<file path="config.mk">
export PLATFORM = sky130hd
export DESIGN_NAME = demux16_tdm
export DESIGN_NICKNAME = d
export VERILOG_FILES = /design/src/rtl/demux16_pkg.sv /design/src/rtl/demux16_chan_reg.sv /design/src/rtl/demux16_tdm.sv
export SDC_FILE = /design/constraint.sdc
export NUM_CORES = 1
export LEC_CHECK = 0
export ABC_AREA = 0
export CAP_MARGIN = 20
export CORE_MARGIN = 5
export CORE_UTILIZATION = 33
export DETAILED_ROUTE_END_ITERATION = 12
export GPL_TIMING_DRIVEN = 0
export PLACE_DENSITY = 0.61
export SYNTH_ARGS = -nofsm -noshare
export SYNTH_HDL_FRONTEND = slang
export SYNTH_HIERARCHICAL = 1
export SYNTH_SLANG_ARGS = --single-unit
</file>
<file path="constraint.sdc">
create_clock -name clk -period 3.9 [get_ports clk]
set_clock_uncertainty 0.1 [all_clocks]
set_input_delay 0.78 -clock clk [delete_from_list [all_inputs] [get_ports clk]]
set_output_delay 0.78 -clock clk [all_outputs]
set_load 0.05 [all_outputs]
</file>
<file path="src/rtl/demux16_pkg.sv">
// Shared constants, scan FSM state type and slice helper for the 16-channel
// demultiplexer / TDM deserializer.
package demux16_pkg;

    localparam int NUM_CH = 16;
    localparam int CH_W   = 4;

    typedef enum logic {
        ST_IDLE = 1'b0,
        ST_SCAN = 1'b1
    } state_t;

    // Bit offset of channel k inside a packed 16*width bus.
    function automatic int chan_slice(input int k, input int width);
        return k * width;
    endfunction

endpackage

</file>
<file path="src/rtl/demux16_chan_reg.sv">
// One held channel register: loads the shared input beat when its decoded
// enable is high, otherwise keeps its value.
module demux16_chan_reg #(
    parameter int WIDTH = 1
) (
    input  logic             clk,
    input  logic             rst_n,
    input  logic             en,
    input  logic [WIDTH-1:0] d,
    output logic [WIDTH-1:0] q
);

    always_ff @(posedge clk or negedge rst_n) begin
        if (!rst_n) begin
            q <= '0;
        end else if (en) begin
            q <= d;
        end
    end

endmodule

</file>
<file path="src/rtl/demux16_tdm.sv">
// Registered 1-to-16 demultiplexer with direct-select and scan (frame
// deserializer) addressing; scan FSM, channel counter and frame snapshot.
module demux16_tdm
    import demux16_pkg::*;
#(
    parameter int WIDTH      = 1,
    parameter bit CONTINUOUS = 1'b0
) (
    input  logic                    clk,
    input  logic                    rst_n,
    input  logic [WIDTH-1:0]        d,
    input  logic                    d_valid,
    input  logic [CH_W-1:0]         s,
    input  logic                    addr_mode,
    input  logic                    start,
    output logic [NUM_CH*WIDTH-1:0] y,
    output logic [NUM_CH-1:0]       y_upd,
    output logic [NUM_CH*WIDTH-1:0] frame,
    output logic                    frame_valid,
    output logic [CH_W-1:0]         chan,
    output logic                    busy,
    output logic                    err
);

    state_t                    state_reg, state_next;
    logic [CH_W-1:0]           chan_reg, chan_next;
    logic                      wr_en;
    logic [CH_W-1:0]           wr_ch;
    logic                      err_next;
    logic                      frame_load;
    logic [NUM_CH-1:0]         ch_en;
    logic [NUM_CH*WIDTH-1:0]   y_q;

    // Direct mode always parks the scan FSM, so leaving scan mode mid-frame
    // is an abort with no frame_valid.
    always_comb begin
        state_next = state_reg;
        chan_next  = chan_reg;
        wr_en      = 1'b0;
        wr_ch      = '0;
        err_next   = 1'b0;
        frame_load = 1'b0;
        if (!addr_mode) begin
            state_next = ST_IDLE;
            chan_next  = '0;
            wr_en      = d_valid;
            wr_ch      = s;
        end else if (start) begin
            state_next = ST_SCAN;
            wr_en      = d_valid;
            wr_ch      = '0;
            chan_next  = d_valid ? CH_W'(1) : '0;
        end else if (state_reg == ST_IDLE) begin
            err_next = d_valid;
        end else if (d_valid) begin
            wr_en     = 1'b1;
            wr_ch     = chan_reg;
            chan_next = chan_reg + CH_W'(1);
            if (chan_reg == CH_W'(NUM_CH - 1)) begin
                frame_load = 1'b1;
                state_next = CONTINUOUS ? ST_SCAN : ST_IDLE;
            end
        end
    end

    generate
        for (genvar gi = 0; gi < NUM_CH; gi++) begin : g_ch
            assign ch_en[gi] = wr_en && (wr_ch == CH_W'(gi));
            demux16_chan_reg #(
                .WIDTH (WIDTH)
            ) u_chan_reg (
                .clk   (clk),
                .rst_n (rst_n),
                .en    (ch_en[gi]),
                .d     (d),
                .q     (y_q[chan_slice(gi, WIDTH) +: WIDTH])
            );
        end
    endgenerate

    always_ff @(posedge clk or negedge rst_n) begin
        if (!rst_n) begin
            state_reg   <= ST_IDLE;
            chan_reg    <= '0;
            y_upd       <= '0;
            frame_valid <= 1'b0;
            err         <= 1'b0;
            frame       <= '0;
        end else begin
            state_reg   <= state_next;
            chan_reg    <= chan_next;
            y_upd       <= ch_en;
            frame_valid <= frame_load;
            err         <= err_next;
            if (frame_load) begin
                frame <= {d, y_q[(NUM_CH-1)*WIDTH-1:0]};
            end
        end
    end

    assign y    = y_q;
    assign chan = chan_reg;
    assign busy = (state_reg == ST_SCAN);

endmodule
</file>
* Word level (Yosys, flattened, before mapping) *
Cells that the tools add are included.

word-level totals
  bits in registers = 55
  bits of input ports = 10
  output and inout bits = 55
  word-level logic and storage cells = 85

cells by class
  add/sub/neg operators = 1
  equality and inequality tests = 18
  muxes and demuxes = 26
  reduce and logical (&&, ||, !) cells = 18

operators with widths
  kind                   number
  $eq A4 B4 Y1 const B   9
  $mux W4                8
  $mux W1                18
  $eq A4 B3 Y1 const B   4
  $logic_and A1 B1 Y1    16
  $eq A4 B2 Y1 const B   2
  $add A4 B1 Y4 const B  1
  $eq A4 B1 Y1 const B   1
  $logic_not A4 Y1       1
  $ne A3 B1 Y1 const B   1
  $ne A3 B2 Y1 const B   1
  $reduce_and A2 Y1      1

* Depth between registers and ports, before layout *
  word-level depth = 6
  depth in mapped cells = 6
  depth with buffers taken out = 4

* Cells and area by module *
Netlist, hierarchy kept.

modules (own cells, without submodules)
  module            instances  cells an instance  area each (µm²)  seq. area each (µm²)
  demux16_tdm       1          122                1650.3           975.9
  demux16_chan_reg  16         2                  40.0             25.0

* Worst setup path before layout *
Ideal clock, no wire load.

  kind = input port to flip-flop
  start point = input port d_valid
  end point = register g_ch[8].u_chan_reg.q
  library setup time = 0.125 ns
  arrival = 2.077 ns
  data required time = 3.675 ns
  setup slack = 1.598 ns
  stages = 5
  path buffers = 1
  cells stage by stage = buf_2 and2_1 a31o_2 nor4_1 mux2_4

between the ends
  cells in the longest elaborated chain, start to end = 6

RTL lines
  element                  RTL line                source
  from (decl)              demux16_tdm.sv:12       input logic d_valid,
  $mux W4                  demux16_tdm.sv:55       end else if (d_valid) begin
  $mux W4                  demux16_tdm.sv:53       end else if (state_reg == ST_IDLE) begin
  $mux W4                  demux16_tdm.sv:48       end else if (start) begin
  $mux W4                  demux16_tdm.sv:43       if (!addr_mode) begin
  $eq A4 B4 Y1             demux16_tdm.sv:68       assign ch_en[gi] = wr_en && (wr_ch == CH_W'(gi));
  $logic_and A1 B1 Y1 (*)  demux16_tdm.sv:68
  named net ch_en[8]       demux16_tdm.sv:31       logic [NUM_CH-1:0] ch_en;
  to (signal assigned)     demux16_chan_reg.sv:15  q <= '0;
  to (signal assigned)     demux16_chan_reg.sv:17  q <= d;
  to (decl)                demux16_chan_reg.sv:10  output logic [WIDTH-1:0] q

The timed path passes the listed nets; every way through them passes the cells marked *.
A chain may end at the register's enable or synchronous reset.

* Final worst setup path *
  start point = input port d_valid
  end point = register g_ch[13].u_chan_reg.q

between the ends
  cells in the longest elaborated chain, start to end = 6

RTL lines
  element                  RTL line
  $mux W4                  demux16_tdm.sv:55
  $mux W4                  demux16_tdm.sv:53
  $mux W4                  demux16_tdm.sv:48
  $mux W4                  demux16_tdm.sv:43
  $eq A4 B4 Y1             demux16_tdm.sv:68
  $logic_and A1 B1 Y1 (*)  demux16_tdm.sv:68
  named net ch_en[13]      demux16_tdm.sv:31
  to (signal assigned)     demux16_chan_reg.sv:15
  to (signal assigned)     demux16_chan_reg.sv:17
  to (decl)                demux16_chan_reg.sv:10

Marks and branches as above.

==> out/summary.log <==
[outcome] outcome finished, final reports clean
[synth] area share of the leading cell type in the synthesized netlist 60.1%
[timing] total setup violations reported at the end of the flow 0
[synth] FF+latch count, synth 55
[clock_tree] Resized cells post-CTS 0
[floorplanning] area of the core 6790 sq um
[clock_tree] Num CTS Buffers 5
[clock_tree] depth of the CTS H-tree 2
[detailed_routing] detailed-route via count 1496
[clock_tree] CTS clock-pin slew for the worst setup and hold paths 0.10 ns
[worst_hold_path] HP Class input port to async pin
[global_routing] antenna violations before repair 0
[synth] count of unique library cells instantiated by Yosys 33
[global_routing] via count of the first global-routing pass 1572
[timing] final number of hold-violating endpoints 0
[timing] post-route clock period utilization 72.5%
[clock_tree] setup fix buffers added after clock tree synthesis 0
[timing] actual slew at the worst max-slew pin 0.731 ns
[setup_path] crit path capture type flip-flop
[detailed_routing] Top Layer Used met4
[timing] number of pins with negative max-slew slack in the final report 0
[cells_and_area] # diodes 0
[power] static power due to leakage 1.40 nW
[global_routing] GRT overflow 0
[global_routing] wire length of the first global-routing pass 8310 um
[floorplanning] die width 93.3 um
[synth] number of synthesis warnings 6
[synth] net count of the mapped netlist 165
[placement] estimated wirelength of the detail-placed design 3630 um
[cells_and_area] Layout Area Growth over Synthesis 37.6%
[detailed_routing] DRT Wirelength 5000 um
[timing] unrepaired setup endpoints after global routing no
[timing] Total Neg Setup Slack 0 ns
[global_routing] Global Route Usage Sum 12.2%
[floorplanning] Chip Height 93.3 um
[setup_path] data required time of the critical path 3.99 ns
[detailed_routing] detailed-route wire length on metal 1 2340 um
[clock_tree] buffer depth of the longest clock path 2
[setup_path] type of the worst setup path input port to flip-flop
[power] largest vdd supply drop 0.000252 V
[placement] Final GP Congestion 0.747
[floorplanning] effective utilization at floorplan 33.7%
[clock_tree] TritonCTS clock tree done
[synth] Area contributors post-synth dfrtp_1 (60%), mux2_4 (16%), mux2_2 (3.4%), nor4_1 (3.3%), and2b_2 (1.5%)
[synth] share of the yosys chip area belonging to registers 60.1%
[power] power per cell area 406 nW/um^2
[clock_tree] CTS Hold Bufs 0
[run] number of max-capacitance violations reported 0
[setup_path] Arr. time, crit path 2.92 ns
[clock_tree] clock latency at the later pin of the worst-skew pair 0.29 ns
[detailed_routing] routed length on met2 2330 um
[timing] Slew HR 51.0%
[setup_path] highest net fanout along the worst path 10
[timing] final critical path time including I/O delays and setup 2.83 ns
[detailed_routing] count of routing violations after the opening detailed-route iteration 16
[floorplanning] Die Area 8710 sq um
[detailed_routing] length of routed met3 wiring 284 um
[cells_and_area] Regs by FF count frame (16), g_ch.u_chan_reg/q (16), y_upd (16)
[timing] highest clock frequency the design can meet 354 MHz
[timing] Post-Route Hold Slack 0.337 ns
[detailed_routing] vias per inst 4.65
[floorplanning] ports placed on the boundary 65
[clock_tree] buffer cell driving the clock tree root clkbuf_8
[setup_path] number of cells on the worst reg-to-reg path 5
[clock_tree] # clock sinks 55
[detailed_routing] number of iterations in the first detailed-routing pass 4
[cells_and_area] share of layout cells above drive strength 1 24.3%
[cells_and_area] final layout net count 236
[detailed_routing] routed wirelength normalized by instance count 15.5 um
[synth] average instance area after synthesis 14.9 sq um
[detailed_routing] post-detailed-route count of antenna-violating nets 0
[placement] Buffers on Ports 63
[detailed_routing] remaining design rule violation count 0
[synth] post-synthesis cell area 2290 sq um
[global_routing] maximum number of pins on one net before global-route repair 36
[synth] largest area contributor in the netlist dfrtp_1
[setup_path] crit start category input port
[floorplanning] Core Rows 30
[synth] count of mapped cells out of synthesis 154
-- worst max-delay path, stage by stage --
cell and delay, ns:
clkdlybuf4s50_1 0.48, buf_2 0.21, and2_1 0.19, a31oi_1 0.27, nor4_1 0.64, mux2_4 0.34
-- metrics by stage --
stage | area, sq um | power [W] | instances | utilization [%] | setup slack [ns]
2_1_floorplan | 2290 | 0.000852 | 154 | - | 1.60
3_3_place_gp | 3040 | 0.000967 | 313 | 44.8 | 0.265
3_5_place_dp | 3060 | 0.000973 | 314 | 45.0 | 0.753
4_1_cts | 3150 | 0.00130 | 322 | 46.4 | 1.09
5_1_grt | 3150 | 0.00134 | 322 | 46.4 | 0.971
6_report | 3150 | 0.00128 | 322 | 46.4 | 1.07
-- cells in the mapped netlist (all sizes together) --
cell / n
a211o: 1
a21o: 2
a21oi: 5
a2bb2oi: 1
a31o: 1
a31oi: 1
and2: 1
and2b: 5
and4b: 2
buf: 5
dfrtp: 55
ha: 1
inv: 2
mux2: 32
nand2: 5
nand2b: 3
nand3: 3
nand4: 1
nor2: 2
nor2b: 1
nor3: 6
nor4: 12
o21ai: 3
o221ai: 1
o2bb2ai: 1
or3: 1
xor2: 1
-- report_power, final --
part	internal, W	switching [W]	total (W)
clock network	0.000146	0.000176	0.000322
registers	0.000607	0.0000304	0.000637
logic	0.000125	0.000196	0.000321
total	0.000877	0.000403	0.00128
-- cells by family after synthesis --
| group | after synthesis | synth area share (%) |
|---|---|---|
| adders and majority gates | 1 | 0.546 |
| muxes | 32 | 19.8 |
| DFF | 55 | 60.1 |
| xor gates and xnor gates | 1 | 0.382 |
| AOI/OAI and AO/OA | 16 | 4.59 |
| and+or+nand+nor | 42 | 12.0 |
| buffers and inverters | 7 | 2.62 |
-- cell type report --
class                   count  area [sq um]
plain buffers               5          52.6
clock buffers               7          86.3
clock inverters             1          8.76
fillers                   647          3640
inverters                   2          7.51
multi-input cells          92           855
flip-flops and latches     55          1380
well taps                  96           120
repair buffers             64           646
-- final timing paths --
check / from / to / slack [ns]
min in group clk: frame[4] / frame[4] / 0.42
hold / removal: rst_n / frame[8] / 0.34
setup reg to reg: busy / g_ch[13].u_chan_reg/q / 1.67
setup / recovery: d_valid / g_ch[13].u_chan_reg/q / 1.07
max in group asynchronous: rst_n / y_upd[6] / 2.81
hold reg to reg: frame[4] / frame[4] / 0.42
-- per-layer routing --
layer	track usage, %	vias to the layer above
met1	16.6	744
met5	0	-
met3	3.46	5
met4	3.66	0
li1	-	706
met2	19.0	41
-- layout by cell type (no fill, tap or decap), drive strengths merged, types with 3 or more instances in the layout --
cell type / netlist / layout
a21oi: 5 / 5
and2b: 5 / 5
buf: 5 / 7
clkbuf: 0 / 7
clkdlybuf4s50: 0 / 62
dfrtp: 55 / 55
mux2: 32 / 32
nand2: 5 / 5
nand2b: 3 / 3
nand3: 3 / 3
nor3: 6 / 6
nor4: 12 / 12
o21ai: 3 / 3
(Power assumes the default switching activity.)
